[config.mk]
export PLATFORM = sky130hd
export DESIGN_NAME = systolic_result_drain_flat
export DESIGN_NICKNAME = d
export VERILOG_FILES = /design/src/rtl/systolic_result_drain_pkg.sv /design/src/rtl/systolic_result_drain_if.sv /design/src/rtl/systolic_drain_idx_counter.sv /design/src/rtl/systolic_result_drain.sv /design/src/flat_wrapper.sv
export SDC_FILE = /design/constraint.sdc
export NUM_CORES = 1
export LEC_CHECK = 0
export CORE_MARGIN = 1.5
export CORE_UTILIZATION = 23
export CTS_CLUSTER_DIAMETER = 50
export DETAILED_ROUTE_END_ITERATION = 16
export HOLD_SLACK_MARGIN = 0.02
export SYNTH_ARGS = -nofsm -noshare
export SYNTH_HDL_FRONTEND = slang
export SYNTH_HIERARCHICAL = 1
export SYNTH_SLANG_ARGS = --single-unit
[constraint.sdc]
create_clock -name clk -period 12.7 [get_ports clk]
set_input_delay 3.81 -clock clk [delete_from_list [all_inputs] [get_ports clk]]
set_output_delay 3.81 -clock clk [all_outputs]
set_load 0.05 [all_outputs]
[src/rtl/systolic_result_drain_pkg.sv]
// Shared constants and types for the systolic result drain stage.
package systolic_result_drain_pkg;

  localparam int DATAWIDTH_DEF = 16;
  localparam int SIZE_DEF      = 4;
  localparam int IDXW          = $clog2(SIZE_DEF);

  typedef enum logic {
    IDLE  = 1'b0,
    DRAIN = 1'b1
  } state_t;

endpackage

[src/rtl/systolic_result_drain_if.sv]
// Valid/ready result stream from the drain stage toward the output FIFO/bus adapter.
interface systolic_result_drain_if
  import systolic_result_drain_pkg::*;
#(
  parameter int DATAWIDTH = DATAWIDTH_DEF,
  parameter int IW        = IDXW
) ();

  logic                 out_valid;
  logic                 out_ready;
  logic [DATAWIDTH-1:0] out_data;
  logic [IW-1:0]        out_row;
  logic [IW-1:0]        out_col;
  logic                 out_last;

  modport master (
    output out_valid, out_data, out_row, out_col, out_last,
    input  out_ready
  );

  modport slave (
    input  out_valid, out_data, out_row, out_col, out_last,
    output out_ready
  );

endinterface

[src/rtl/systolic_drain_idx_counter.sv]
// Row-major (row, col) walker over a Qe x Ke region; reusable by an upstream loader.
module systolic_drain_idx_counter #(
  parameter int IW = 2
) (
  input  logic          clk,
  input  logic          rst_n,
  input  logic          load,
  input  logic          advance,
  input  logic [IW:0]   qe,
  input  logic [IW:0]   ke,
  output logic [IW-1:0] row,
  output logic [IW-1:0] col,
  output logic          last
);

  localparam int CW = IW + 1;

  logic row_end;
  logic col_end;

  assign row_end = ({1'b0, row} == (qe - CW'(1)));
  assign col_end = ({1'b0, col} == (ke - CW'(1)));
  assign last    = row_end && col_end;

  // load wins over advance so a new job restarts at (0,0) even on the final beat
  always_ff @(posedge clk or negedge rst_n) begin
    if (!rst_n) begin
      row <= '0;
      col <= '0;
    end else if (load) begin
      row <= '0;
      col <= '0;
    end else if (advance) begin
      if (col_end) begin
        col <= '0;
        row <= row + IW'(1);
      end else begin
        col <= col + IW'(1);
      end
    end
  end

endmodule

[src/rtl/systolic_result_drain.sv]
// Snapshots the array result matrix on done and streams the valid QxK region row-major.
//   state | meaning
//   IDLE  | no job held; waiting for done_in
//   DRAIN | snapshot held; presenting buf[row][col] on the stream
module systolic_result_drain
  import systolic_result_drain_pkg::*;
#(
  parameter int DATAWIDTH = DATAWIDTH_DEF,
  parameter int SIZE      = SIZE_DEF
) (
  input  logic                          clk,
  input  logic                          reset,
  input  logic                          done_in,
  input  logic [$clog2(SIZE):0]         depth_A,
  input  logic [$clog2(SIZE):0]         width_B,
  input  logic [SIZE*SIZE*DATAWIDTH-1:0] dout_flat,
  systolic_result_drain_if.master       out_if,
  output logic                          busy,
  output logic                          drain_done,
  output logic                          overrun,
  input  logic                          clr_overrun
);

  localparam int IW = $clog2(SIZE);
  localparam int CW = IW + 1;
  localparam int XW = 2 * IW;

  state_t               state, state_nxt;
  logic [CW-1:0]        qe_in, ke_in, qe_r, ke_r;
  logic [DATAWIDTH-1:0] snap [SIZE*SIZE];
  logic [IW-1:0]        row, col;
  logic                 last;
  logic [XW-1:0]        elem_idx;
  logic                 job_empty, xfer, last_xfer, capture;

  assign qe_in     = (depth_A > CW'(SIZE)) ? CW'(SIZE) : depth_A;
  assign ke_in     = (width_B > CW'(SIZE)) ? CW'(SIZE) : width_B;
  assign job_empty = (qe_in == '0) || (ke_in == '0);
  assign xfer      = (state == DRAIN) && out_if.out_ready;
  assign last_xfer = xfer && last;
  // the array clears dout right after done, so this edge is the only chance to sample it
  assign capture   = done_in && !job_empty && ((state == IDLE) || last_xfer);
  assign elem_idx  = XW'(row) * XW'(SIZE) + XW'(col);

  systolic_drain_idx_counter #(.IW(IW)) u_idx (
    .clk     (clk),
    .rst_n   (reset),
    .load    (capture),
    .advance (xfer),
    .qe      (qe_r),
    .ke      (ke_r),
    .row     (row),
    .col     (col),
    .last    (last)
  );

  always_ff @(posedge clk or negedge reset) begin
    if (!reset) state <= IDLE;
    else        state <= state_nxt;
  end

  always_comb begin
    state_nxt = state;
    case (state)
      IDLE:    if (capture) state_nxt = DRAIN;
      DRAIN:   if (last_xfer && !capture) state_nxt = IDLE;
      default: state_nxt = IDLE;
    endcase
  end

  always_comb begin
    out_if.out_valid = (state == DRAIN);
    out_if.out_data  = '0;
    out_if.out_row   = '0;
    out_if.out_col   = '0;
    out_if.out_last  = 1'b0;
    busy             = (state == DRAIN);
    if (state == DRAIN) begin
      out_if.out_data = snap[elem_idx];
      out_if.out_row  = row;
      out_if.out_col  = col;
      out_if.out_last = last;
    end
  end

  always_ff @(posedge clk or negedge reset) begin
    if (!reset) begin
      qe_r       <= '0;
      ke_r       <= '0;
      drain_done <= 1'b0;
      overrun    <= 1'b0;
    end else begin
      if (capture) begin
        qe_r <= qe_in;
        ke_r <= ke_in;
      end
      drain_done <= last_xfer || ((state == IDLE) && done_in && job_empty);
      if ((state == DRAIN) && done_in && !last_xfer) overrun <= 1'b1;
      else if (clr_overrun)                          overrun <= 1'b0;
    end
  end

  always_ff @(posedge clk) begin
    if (capture) begin
      for (int k = 0; k < SIZE*SIZE; k++)
        snap[k] <= dout_flat[k*DATAWIDTH +: DATAWIDTH];
    end
  end

endmodule

[src/flat_wrapper.sv]
// flat-port wrapper written by rule: the top's interface ports become plain ports
module systolic_result_drain_flat import systolic_result_drain_pkg::*;
#(
  parameter int DATAWIDTH = DATAWIDTH_DEF,
  parameter int SIZE      = SIZE_DEF
)
  (clk, reset, done_in, depth_A, width_B, dout_flat, busy, drain_done, overrun, clr_overrun, out_if_out_valid, out_if_out_data, out_if_out_row, out_if_out_col, out_if_out_last, out_if_out_ready);
  systolic_result_drain_if #(.DATAWIDTH(DATAWIDTH), .IW(2)) out_if_i ();
  input  logic clk;
  input  logic reset;
  input  logic done_in;
  input  logic [$clog2(SIZE):0] depth_A;
  input  logic [$clog2(SIZE):0] width_B;
  input  logic [SIZE*SIZE*DATAWIDTH-1:0] dout_flat;
  output logic busy;
  output logic drain_done;
  output logic overrun;
  input  logic clr_overrun;
  output wire logic [$bits(out_if_i.out_valid)-1:0] out_if_out_valid;
  output wire logic [$bits(out_if_i.out_data)-1:0] out_if_out_data;
  output wire logic [$bits(out_if_i.out_row)-1:0] out_if_out_row;
  output wire logic [$bits(out_if_i.out_col)-1:0] out_if_out_col;
  output wire logic [$bits(out_if_i.out_last)-1:0] out_if_out_last;
  input wire logic [$bits(out_if_i.out_ready)-1:0] out_if_out_ready;
  assign out_if_out_valid = out_if_i.out_valid;
  assign out_if_out_data = out_if_i.out_data;
  assign out_if_out_row = out_if_i.out_row;
  assign out_if_out_col = out_if_i.out_col;
  assign out_if_out_last = out_if_i.out_last;
  assign out_if_i.out_ready = out_if_out_ready;
  systolic_result_drain #(.DATAWIDTH(DATAWIDTH), .SIZE(SIZE)) u_core (.clk(clk), .reset(reset), .done_in(done_in), .depth_A(depth_A), .width_B(width_B), .dout_flat(dout_flat), .out_if(out_if_i), .busy(busy), .drain_done(drain_done), .overrun(overrun), .clr_overrun(clr_overrun));
endmodule
==> results of run 1 <==
-- layer usage --
layer  part of all wire, %  GRT usage [%]  up-vias
met2                    49           21.8      258
met5                 0.041              0        -
li1                      -              -     2982
met4                   3.1           5.62        2
met1                    41           15.7     3220
met3                   7.2           3.52       53
-- through the flow --
stage                     worst slack [ps]  instance area (sq um)
after floorplan                       2480                  10800
after global placement                5470                  14300
after detailed placement              5480                  14300
after CTS                             4890                  15500
after global routing                  4850                  15500
final                                 5090                  15500
-- state kept, by name, indices dropped and copies added, names as in the netlist --
| name | count |
|---|---|
| u_core/snap | 256 |
| u_core/qe_r | 3 |
| u_core/u_idx/row | 2 |
| u_core/drain_done | 1 |
| u_core/overrun | 1 |
| u_core/busy | 1 |
| u_core/ke_r | 3 |
| u_core/u_idx/col | 2 |
-- final timing paths --
path | startpoint | endpoint | slack, ps
setup / recovery | u_core/u_idx/col[0] | out_if_out_data[5] | 5090
hold / removal | u_core/ke_r[1] | u_core/ke_r[1] | 510
setup reg to reg | u_core/ke_r[0] | u_core/snap[2][4] | 8460
hold reg to reg | u_core/ke_r[1] | u_core/ke_r[1] | 510
min in group asynchronous | reset | u_core/overrun | 3690
max in group asynchronous | reset | u_core/u_idx/col[0] | 8530
-- power by group through the flow --
stage | Sequential [mW] | Combinational, mW | Clock, mW
after floorplan | 1.08 | 0.774 | 0
after global placement | 1.08 | 1.20 | 0
after detailed placement | 1.08 | 1.20 | 0
after CTS | 1.07 | 1.21 | 1.07
after global routing | 1.07 | 1.25 | 1.09
final | 1.06 | 1.17 | 1.03
-- logic make-up (layout without fill, tap and decap cells) --
logic type / after synthesis / count (layout)
flip-flops: 269 / 269
multiplexers: 124 / 124
AND/OR/NAND/NOR: 100 / 100
AO/OA/AOI/OAI: 55 / 55
buffers and inverters: 39 / 375
XOR/XNOR: 6 / 6
adder cells (fa/ha/maj): 2 / 2
other: 0 / 3
-- cell type report --
| class | count | area [sq um] | area share (%) |
|---|---|---|---|
| Antenna cell | 3 | 7.51 | 0.0485 |
| Sequential cell | 269 | 8020 | 51.7 |
| Timing Repair Buffer | 302 | 3000 | 19.3 |
| Tap cell | 607 | 759 | 4.90 |
| Inverter | 7 | 33.8 | 0.218 |
| Clock buffer | 44 | 952 | 6.15 |
| Clock inverter | 22 | 264 | 1.70 |
| Multi-Input combinational cell | 287 | 2460 | 15.9 |
-- cell usage in the layout, fill, tap and decap left out, types with 3 or more instances in the layout --
master           instances
clkinv_1                 5
a22oi_1                 51
clkinv_2                 4
mux4_1                   3
xnor2_1                  3
nand3_1                 34
dfrtp_1                 12
xor2_1                   3
diode_2                  3
nor2_1                   4
nor3_1                   3
bufinv_16                5
mux2i_1                103
nand2_1                 23
clkbuf_1                 7
mux4_2                  10
inv_6                    6
clkdlybuf4s50_1        291
edfxtp_1               256
clkbuf_16               37
nor2b_1                  7
buf_4                   11
mux2_2                   6
inv_1                    5
and2_1                   6
nand2b_1                15
==> summary.md, run 1 <==
| Metric | Value |
|---|---|
| Adder-Cell Fraction of Synth Area | 0.233% |
| Grt ovf | 0 |
| Worst path bufs/invs | 2 |
| Clk_skew | 19.6 ps |
| Critical path type | reg2out |
| Die area | 48100 sq um |
| Combinational group share of total power | 35.8% |
| Reg power frac | 32.6% |
| CP Capture Type | output pin |
| Crit path time final | 7610 ps |
| Post-Syn Instances | 595 |
| Prevailing post-synth register cell | edfxtp_1 |
| Switching part of the total | 35.3% |
| Synth area leaders | edfxtp_1 (71%), mux2i_1 (9.6%), a22oi_1 (3.6%) |
| First-pass iteration count of the detailed router | 6 |
| Post-synthesis mux area share | 13.2% |
| Slew headroom | 29.8% |
| Required time worst endpoint | 8890 ps |
| Crit path DAT | 3800 ps |
| Via count | 6515 |
| Hold Worst Slack | 507 ps |
| Synth Area in Compound Gates | 3.83% |
| CP Max Fanout | 50 |
| Area Overhead vs Synth | 44.0% |
| Count of distinct cell types in the synthesized netlist | 36 |
| CP cell instances | buf_4 > mux4_2 > nand2b_1 > nand3_1 > nand2_1 > clkdlybuf4s50_1 |
| Max-slew violations | 0 |
| Synth Cell Area | 10800 sq um |
| Via density | 4.23 |
| XOR/XNOR Fraction of Synth Area | 0.488% |
| Commonest cells in the netlist | edfxtp_1 (256), mux2i_1 (103), a22oi_1 (51) |
| Power per cell area | 211 nW/um^2 |
| Placed cell count | 1472 |
| Int Power | 2.12 mW |
| FMAX | 0.131 GHz |
| Seq/Total Area, Yosys | 74.5% |
| Status | finished clean |
| Setup tns final | 0 ps |
| Initial Util | 23.2% |
| Post-Synth Simple-Gate Area | 4.91% |
| GRT Util Overall | 13.0% |
| Critical path's slowest cell | clkdlybuf4s50_1 |
| Root buf cell | clkbuf_16 |
| Clk buf depth | 3 |
| Clock power share | 31.7% |
| Fin crit share | 59.9% |
| Post-synthesis sequential element count | 269 |
| Worst Setup Start Kind | flip-flop |
| CORE AREA | 46400 sq um |
| Post-CTS sizing | 0 |
| Post-Syn Nets | 864 |
| EDFF count, synth | 256 |
| CP delay by family, top | buffers and inverters |
| Hold Buf Count CTS | 0 |
| Wire length per cell | 20.7 um |
| Port Buffers | 291 |
| RD Place Congestion | 0.797 |
| First-pass GRT wire length | 44.5 mm |
| Final ANT Viol Nets | 0 |
| R2r worst-path depth | 10 |
| Yosys warnings | 6 |
| Yosys top cell by area | edfxtp_1 |
| Max-cap violations | 0 |
| Count leader, synth | edfxtp_1 |
| Max VDD drop | 0.170 mV |
| CTS H-tree depth | 2 |
| Syn Area/Cell | 18.1 sq um |
| Area share of the largest cell type after synthesis | 71.5% |
| Unrepaired setup endpoints after global routing | false |
| Cell leakage power | 5.32 nW |
| Hold depth | 1 |
| Fillers | 4440 |
| DP Wirelength | 22.4 mm |
| Largest family of logic cells by synthesized area | multiplexers |
| Drt drc | 0 |
| Sink Count | 269 |
| Share of layout cells above drive strength 1 | 9.67% |
| Die Width | 219 um |
| Min-delay worst type | reg2reg |
| CP Depth | 6 |
| Net Sw Power | 1.15 mW |
| Post-CTS Setup Inserts | 0 |
| Layout Cells excl Fill | 1541 |
| Worst Max-Slew Pin Slew | 1050 ps |
| Clock buffer count from CTS | 37 |
| Antenna violations before repair | 3 |
| Fin. Hold Viols | 0 |
| DIE HEIGHT | 219 um |
| Setup Viol. Count Final | 0 |
| Largest net degree at the start of global routing | 109 |
| Total power | 3.27 mW |
| DRT Wirelength | 31.9 mm |
| Post-synthesis async set-or-reset flop share | 4.83% |
| Std cell rows | 79 |
| Total Nets Final | 1173 |
| DR iter-0 viols | 474 |
| CTS tree | yes |
| Worst skew pair latency | 550 ps |
| IO Pins | 292 |
| Clk slew on worst S/H paths | 50 ps |
| Worst stage delay on the critical path | 760 ps |
| Final core occ | 33.4% |
| Number of global-route vias before repair | 6806 |
Note: power is estimated with default switching activity, not from simulation.
==> run 2: changes to the inputs <==
clock period = 6.4 ns   (was 12.7 ns; I/O delays follow)
==> run 2 against run 1 <==
Net effect:
- global-route usage up 0.75 points
- worst setup slack worse by 4100 ps
- count of clock-buffer cells in the layout unchanged
- power up 95%
- clock skew down 3.7 ps
- non-clock buffer count up 2
- design area down 0.11%
- largest cell class unchanged
- highest routed layer is now met4
==> summary.md, run 2 (same netlist as run 1, synthesis figures left out) <==
| Metric | Value |
|---|---|
| Status | finished clean |
| Fin. Hold Viols | 0 |
| Port Buffers | 291 |
| Min-delay worst type | reg2reg |
| HP Start | u_core/qe_r[1] |
| Clock power share | 30.0% |
| DIE HEIGHT | 219 um |
| Reg power frac | 33.8% |
| DR iter-0 viols | 514 |
| WL met2 | 15.8 mm |
| FMAX | 0.184 GHz |
| Fillers | 4494 |
| CORE AREA | 46400 sq um |
| Max VDD drop | 0.279 mV |
| Layout Cells excl Fill | 1539 |
| Sink Count | 269 |
| Via count | 6449 |
| Setup Viol. Count Final | 0 |
| Total power | 6.39 mW |
| Crit path from | u_core/u_idx/row[0] |
| Final ANT Viol Nets | 0 |
| Required time worst endpoint | 4480 ps |
| Int Power | 4.08 mW |
| IO Pins | 292 |
| PnR worst setup slack | 961 ps |
| Net Sw Power | 2.31 mW |
| Area Overhead vs Synth | 43.8% |
| Regs by FF count | u_core/snap: 256 flops, u_core/ke_r: 3 flops, u_core/qe_r: 3 flops |
| Max-cap violations | 0 |
| Worst R2R Start | u_core/u_idx/col[0] |
| Worst skew pair latency | 540 ps |
| Top routing layer used | met4 |
| Fin crit share | 85.0% |
| Finished Cell Area | 15500 sq um |
| Post-CTS Setup Inserts | 0 |
| Via density | 4.19 |
| Placed cell area | 14300 sq um |
| Cell leakage power | 5.29 nW |
| DRT Wirelength | 33.7 mm |
| GRT Util Overall | 13.8% |
| CTS tree | yes |
| CTS H-tree depth | 2 |
| CP Max Fanout | 19 |
| Clk_skew | 15.9 ps |
| Unrepaired setup endpoints after global routing | false |
| Setup tns final | 0 ps |
| Total Nets Final | 1174 |
| Critical path type | reg2out |
| Final core occ | 33.4% |
| Combinational group share of total power | 36.2% |
| Commonest cells after routing, fill and taps aside | clkdlybuf4s50_1 (291), edfxtp_1 (256), mux2i_1 (103), a22oi_1 (51), clkbuf_16 (37) |
| Share of layout cells above drive strength 1 | 9.88% |
| Root buf cell | clkbuf_16 |
| Post-CTS sizing | 0 |
| Number of global-route vias before repair | 6749 |
| Wire length on met1 | 14.6 mm |
| First-pass GRT wire length | 46.0 mm |
| Power per cell area | 413 nW/um^2 |
| DR WL met3 | 2.36 mm |
| Largest net degree at the start of global routing | 93 |
| Worst Max-Slew Pin Slew | 1150 ps |
| Hold Buf Count CTS | 0 |
| Clk slew on worst S/H paths | 50 ps |
| Placed cell count | 1474 |
| Max-slew violations | 0 |
| First-pass iteration count of the detailed router | 5 |
| Clk buf depth | 3 |
| Largest Register | u_core/snap |
| Most common cell after layout, fill and taps aside | clkdlybuf4s50_1 |
| Die area | 48100 sq um |
| Wire length per cell | 21.9 um |
| Slew headroom | 23.4% |
| Clock buffer count from CTS | 36 |
| Crit path DAT | 3520 ps |
| Std cell rows | 79 |
| Crit path time final | 5440 ps |
| RD Place Congestion | 0.776 |
| DP Wirelength | 25.2 mm |
| Switching part of the total | 36.1% |
| Pre-CTS setup slack | 1220 ps |
| Hold Worst Slack | 507 ps |
| Number of flip-flops in the largest register | 256 |
| CP Capture Type | output pin |
| Drt drc | 0 |
| Die Width | 219 um |
| Antenna violations before repair | 3 |
| Initial Util | 23.2% |
| Grt ovf | 0 |
| Worst Setup Start Kind | flip-flop |
## run 2: cell types whose count changed in the layout (fill, tap and decap cells not counted), sizes merged
cell | before | now
clkinv | 9 | 11
bufinv | 5 | 2
diode | 3 | 1
inv | 13 | 12
buf | 11 | 13
## run 2: area by class of cell
type | count | area [sq um] | area share [%]
Antenna cell | 1 | 2.50 | 0.0162
Clock buffer | 44 | 952 | 6.15
Clock inverter | 20 | 178 | 1.15
Inverter | 7 | 30.0 | 0.194
Multi-Input combinational cell | 287 | 2500 | 16.2
Sequential cell | 269 | 8020 | 51.8
Tap cell | 607 | 759 | 4.91
Timing Repair Buffer | 304 | 3040 | 19.6
## run 2: worst max-delay path, cell delays in order (launching register included)
cell	delay, ps
dfrtp_1	760
and2_1	900
a22oi_1	240
nand3_1	270
nand2_1	110
clkdlybuf4s50_1	710
## run 2: final timing paths
check / end / cells after the start / slack [ps]
max: out_if_out_data[11] / 5 / 960
min: u_core/qe_r[1] / 1 / 510
max reg2reg: u_core/snap[0][14] / 9 / 2160
min reg2reg: u_core/qe_r[1] / 1 / 510
max in group asynchronous: u_core/u_idx/col[0] / 1 / 4110
min in group asynchronous: u_core/ke_r[2] / 1 / 1800
## run 2: power by group through the flow
stage | clock, mW | sequential (mW) | combinational [mW]
final | 1.91 | 2.16 | 2.31
after global routing | 2.02 | 2.17 | 2.47
after CTS | 1.97 | 2.16 | 2.37
after detailed placement | 0 | 2.20 | 2.37
after global placement | 0 | 2.19 | 2.37
after floorplan | 0 | 2.14 | 1.54
## run 2: metal layers
metal / global-route usage (%) / up-vias
li1: - / 2982
met4: 5.25 / 0
met1: 17.7 / 3176
met5: 0 / -
met2: 22.3 / 246
met3: 3.41 / 45
==> run 3: changes to the inputs <==
clock period = 4.66 ns   (was 6.4 ns; I/O delays follow)
==> run 3 against run 2 <==
Net effect:
- power increased by 38%
- routed wire length is 5.9% lower
- combinational power up 39%
==> summary.md, run 3 (same netlist as run 1, synthesis figures left out) <==
| Metric | Value |
|---|---|
| Critical path type | reg2out |
| Max-cap violations | 0 |
| Clock buffer count from CTS | 35 |
| Most common cell after layout, fill and taps aside | clkdlybuf4s50_1 |
| Hold Buf Count CTS | 0 |
| DR iter-0 viols | 376 |
| First-pass GRT wire length | 44.1 mm |
| Wire length per cell | 20.6 um |
| Crit path from | u_core/ke_r[0] |
| Share of layout cells above drive strength 1 | 12.3% |
| Clk buf depth | 3 |
| R2r setup slk | 1370 ps |
| Regs by FF count | u_core/snap: 256 flops, u_core/ke_r: 3 flops, u_core/qe_r: 3 flops |
| GRT Util Overall | 13.0% |
| Max-slew violations | 0 |
| Largest Register | u_core/snap |
| Min-delay worst type | reg2reg |
| Worst path bufs/invs | 2 |
| Port Buffers | 291 |
| Worst Max-Slew Pin Slew | 927 ps |
| CTS tree | yes |
| Required time worst endpoint | 3260 ps |
| CP cell instances | inv_1 > ha_1 > xnor2_1 > nor3_1 > and4_1 > and2_1 > clkdlybuf4s50_1 |
| IO Pins | 292 |
| Met1 Use GR | 15.7% |
| First-pass iteration count of the detailed router | 4 |
| Power per cell area | 567 nW/um^2 |
| Via density | 4.15 |
| CP Max Fanout | 3 |
| Largest net degree at the start of global routing | 127 |
| Status | finished clean |
| Critical path's slowest cell | clkdlybuf4s50_1 |
| Layout Cells excl Fill | 1540 |
| DP Wirelength | 23.5 mm |
| Number of global-route vias before repair | 6866 |
| Reg2reg end | u_core/snap[1][9] |
| Clk slew on worst S/H paths | 60 ps |
| CP endpoint | out_if_out_last |
| Commonest cells after routing, fill and taps aside | clkdlybuf4s50_1 (275), edfxtp_1 (256), mux2i_1 (103), a22oi_1 (51), clkbuf_16 (36) |
| Placed cell area | 14400 sq um |
| Max VDD drop | 0.400 mV |
| Total Nets Final | 1174 |
| Std cell rows | 79 |
| Final ANT Viol Nets | 0 |
| GRT busiest layer | met2 |
| Fin. Hold Viols | 0 |
| Die Width | 219 um |
| Post-CTS Setup Inserts | 0 |
| Setup tns final | 0 ps |
| R2r worst-path depth | 10 |
| FMAX | 0.224 GHz |
| CTS H-tree depth | 2 |
| CP Capture Type | output pin |
| Placed cell count | 1475 |
| Initial Util | 23.2% |
| Sink Count | 269 |
| DRT Wirelength | 31.7 mm |
| Final core occ | 33.5% |
| Crit path DAT | 3060 ps |
| Met3 global-route usage | 3.20% |
| CORE AREA | 46400 sq um |
| Worst skew pair latency | 540 ps |
| Fillers | 4469 |
| Setup Viol. Count Final | 0 |
| CP delay by family, top | buffers and inverters |
| Finished Cell Area | 15500 sq um |
| RD Place Congestion | 0.785 |
| CP Depth | 7 |
| Crit path time final | 4460 ps |
| Die area | 48100 sq um |
| Fin crit share | 95.6% |
| Multi-input gate area in the final layout | 2500 sq um |
| DIE HEIGHT | 219 um |
| Post-CTS sizing | 0 |
| Worst stage delay on the critical path | 790 ps |
| Slew headroom | 38.2% |
| Cell leakage power | 5.35 nW |
| Via count | 6393 |
| Number of flip-flops in the largest register | 256 |
| Unrepaired setup endpoints after global routing | false |
| Root buf cell | clkbuf_16 |
| Register area | 8020 sq um |
| Total power | 8.81 mW |
| Clk_skew | 19.2 ps |
| Grt ovf | 0 |
| Antenna violations before repair | 3 |
| Area Overhead vs Synth | 44.4% |
| Drt drc | 0 |
| Worst R2R Start | u_core/ke_r[0] |
| Worst Setup Start Kind | flip-flop |
| Met2 Use GR | 21.8% |
run 3: changes by cell type in the layout (fill, tap and decap cells not counted), sizes merged:
cell           change
clkbuf             -5
clkdlybuf4s50     -16
diode              +2
bufinv             +1
inv                +1
buf               +17
clkinvlp           +1
run 3: stage by stage:
stage / setup WS, ps / hold slack, ps
2_1_floorplan: -1370 / 479
3_3_place_gp: 851 / 488
3_5_place_dp: 761 / 498
4_1_cts: 158 / 518
5_1_grt: 80.1 / 541
6_report: 205 / 511
run 3: worst register-to-register path: stages, from the launching register on:
cell	delay, ps
dfrtp_1	380
inv_1	60
ha_1	310
xnor2_1	190
nor3_1	360
and4_1	310
nand2_1	80
nand2_1	130
nand3_4	160
clkinvlp_4	270
buf_12	440
run 3: layout make-up:
cell class              instances  share of cell area, %
clock buffers                  39                   5.87
diodes                          3                 0.0483
clock inverters                23                   1.59
well taps                     607                   4.89
inverters                       7                  0.193
multi-input cells             287                   16.1
repair buffers                305                   19.7
flip-flops and latches        269                   51.6
run 3: routing by layer:
metal  share of wire, %  wire, um
met5                  0         0
met4                3.4      1070
met3                6.8      2170
met2                 49     15500
met1                 41     12900
run 3: worst min-delay path by stage:
stage	startpoint	end	slack, ps	depth (start not counted)
2_1_floorplan	u_core/ke_r[1]	u_core/ke_r[1]	480	1
3_5_place_dp	u_core/ke_r[1]	u_core/ke_r[1]	500	1
3_3_place_gp	u_core/ke_r[1]	u_core/ke_r[1]	490	1
4_1_cts	u_core/qe_r[1]	u_core/qe_r[1]	520	1
5_1_grt	u_core/ke_r[1]	u_core/ke_r[1]	540	1
6_report	u_core/qe_r[1]	u_core/qe_r[1]	510	1
run 3: where the power goes:
group	internal [mW]	switching (mW)
Sequential	2.81	0.0981
Clock	1.61	1.07
Combinational	1.23	1.99
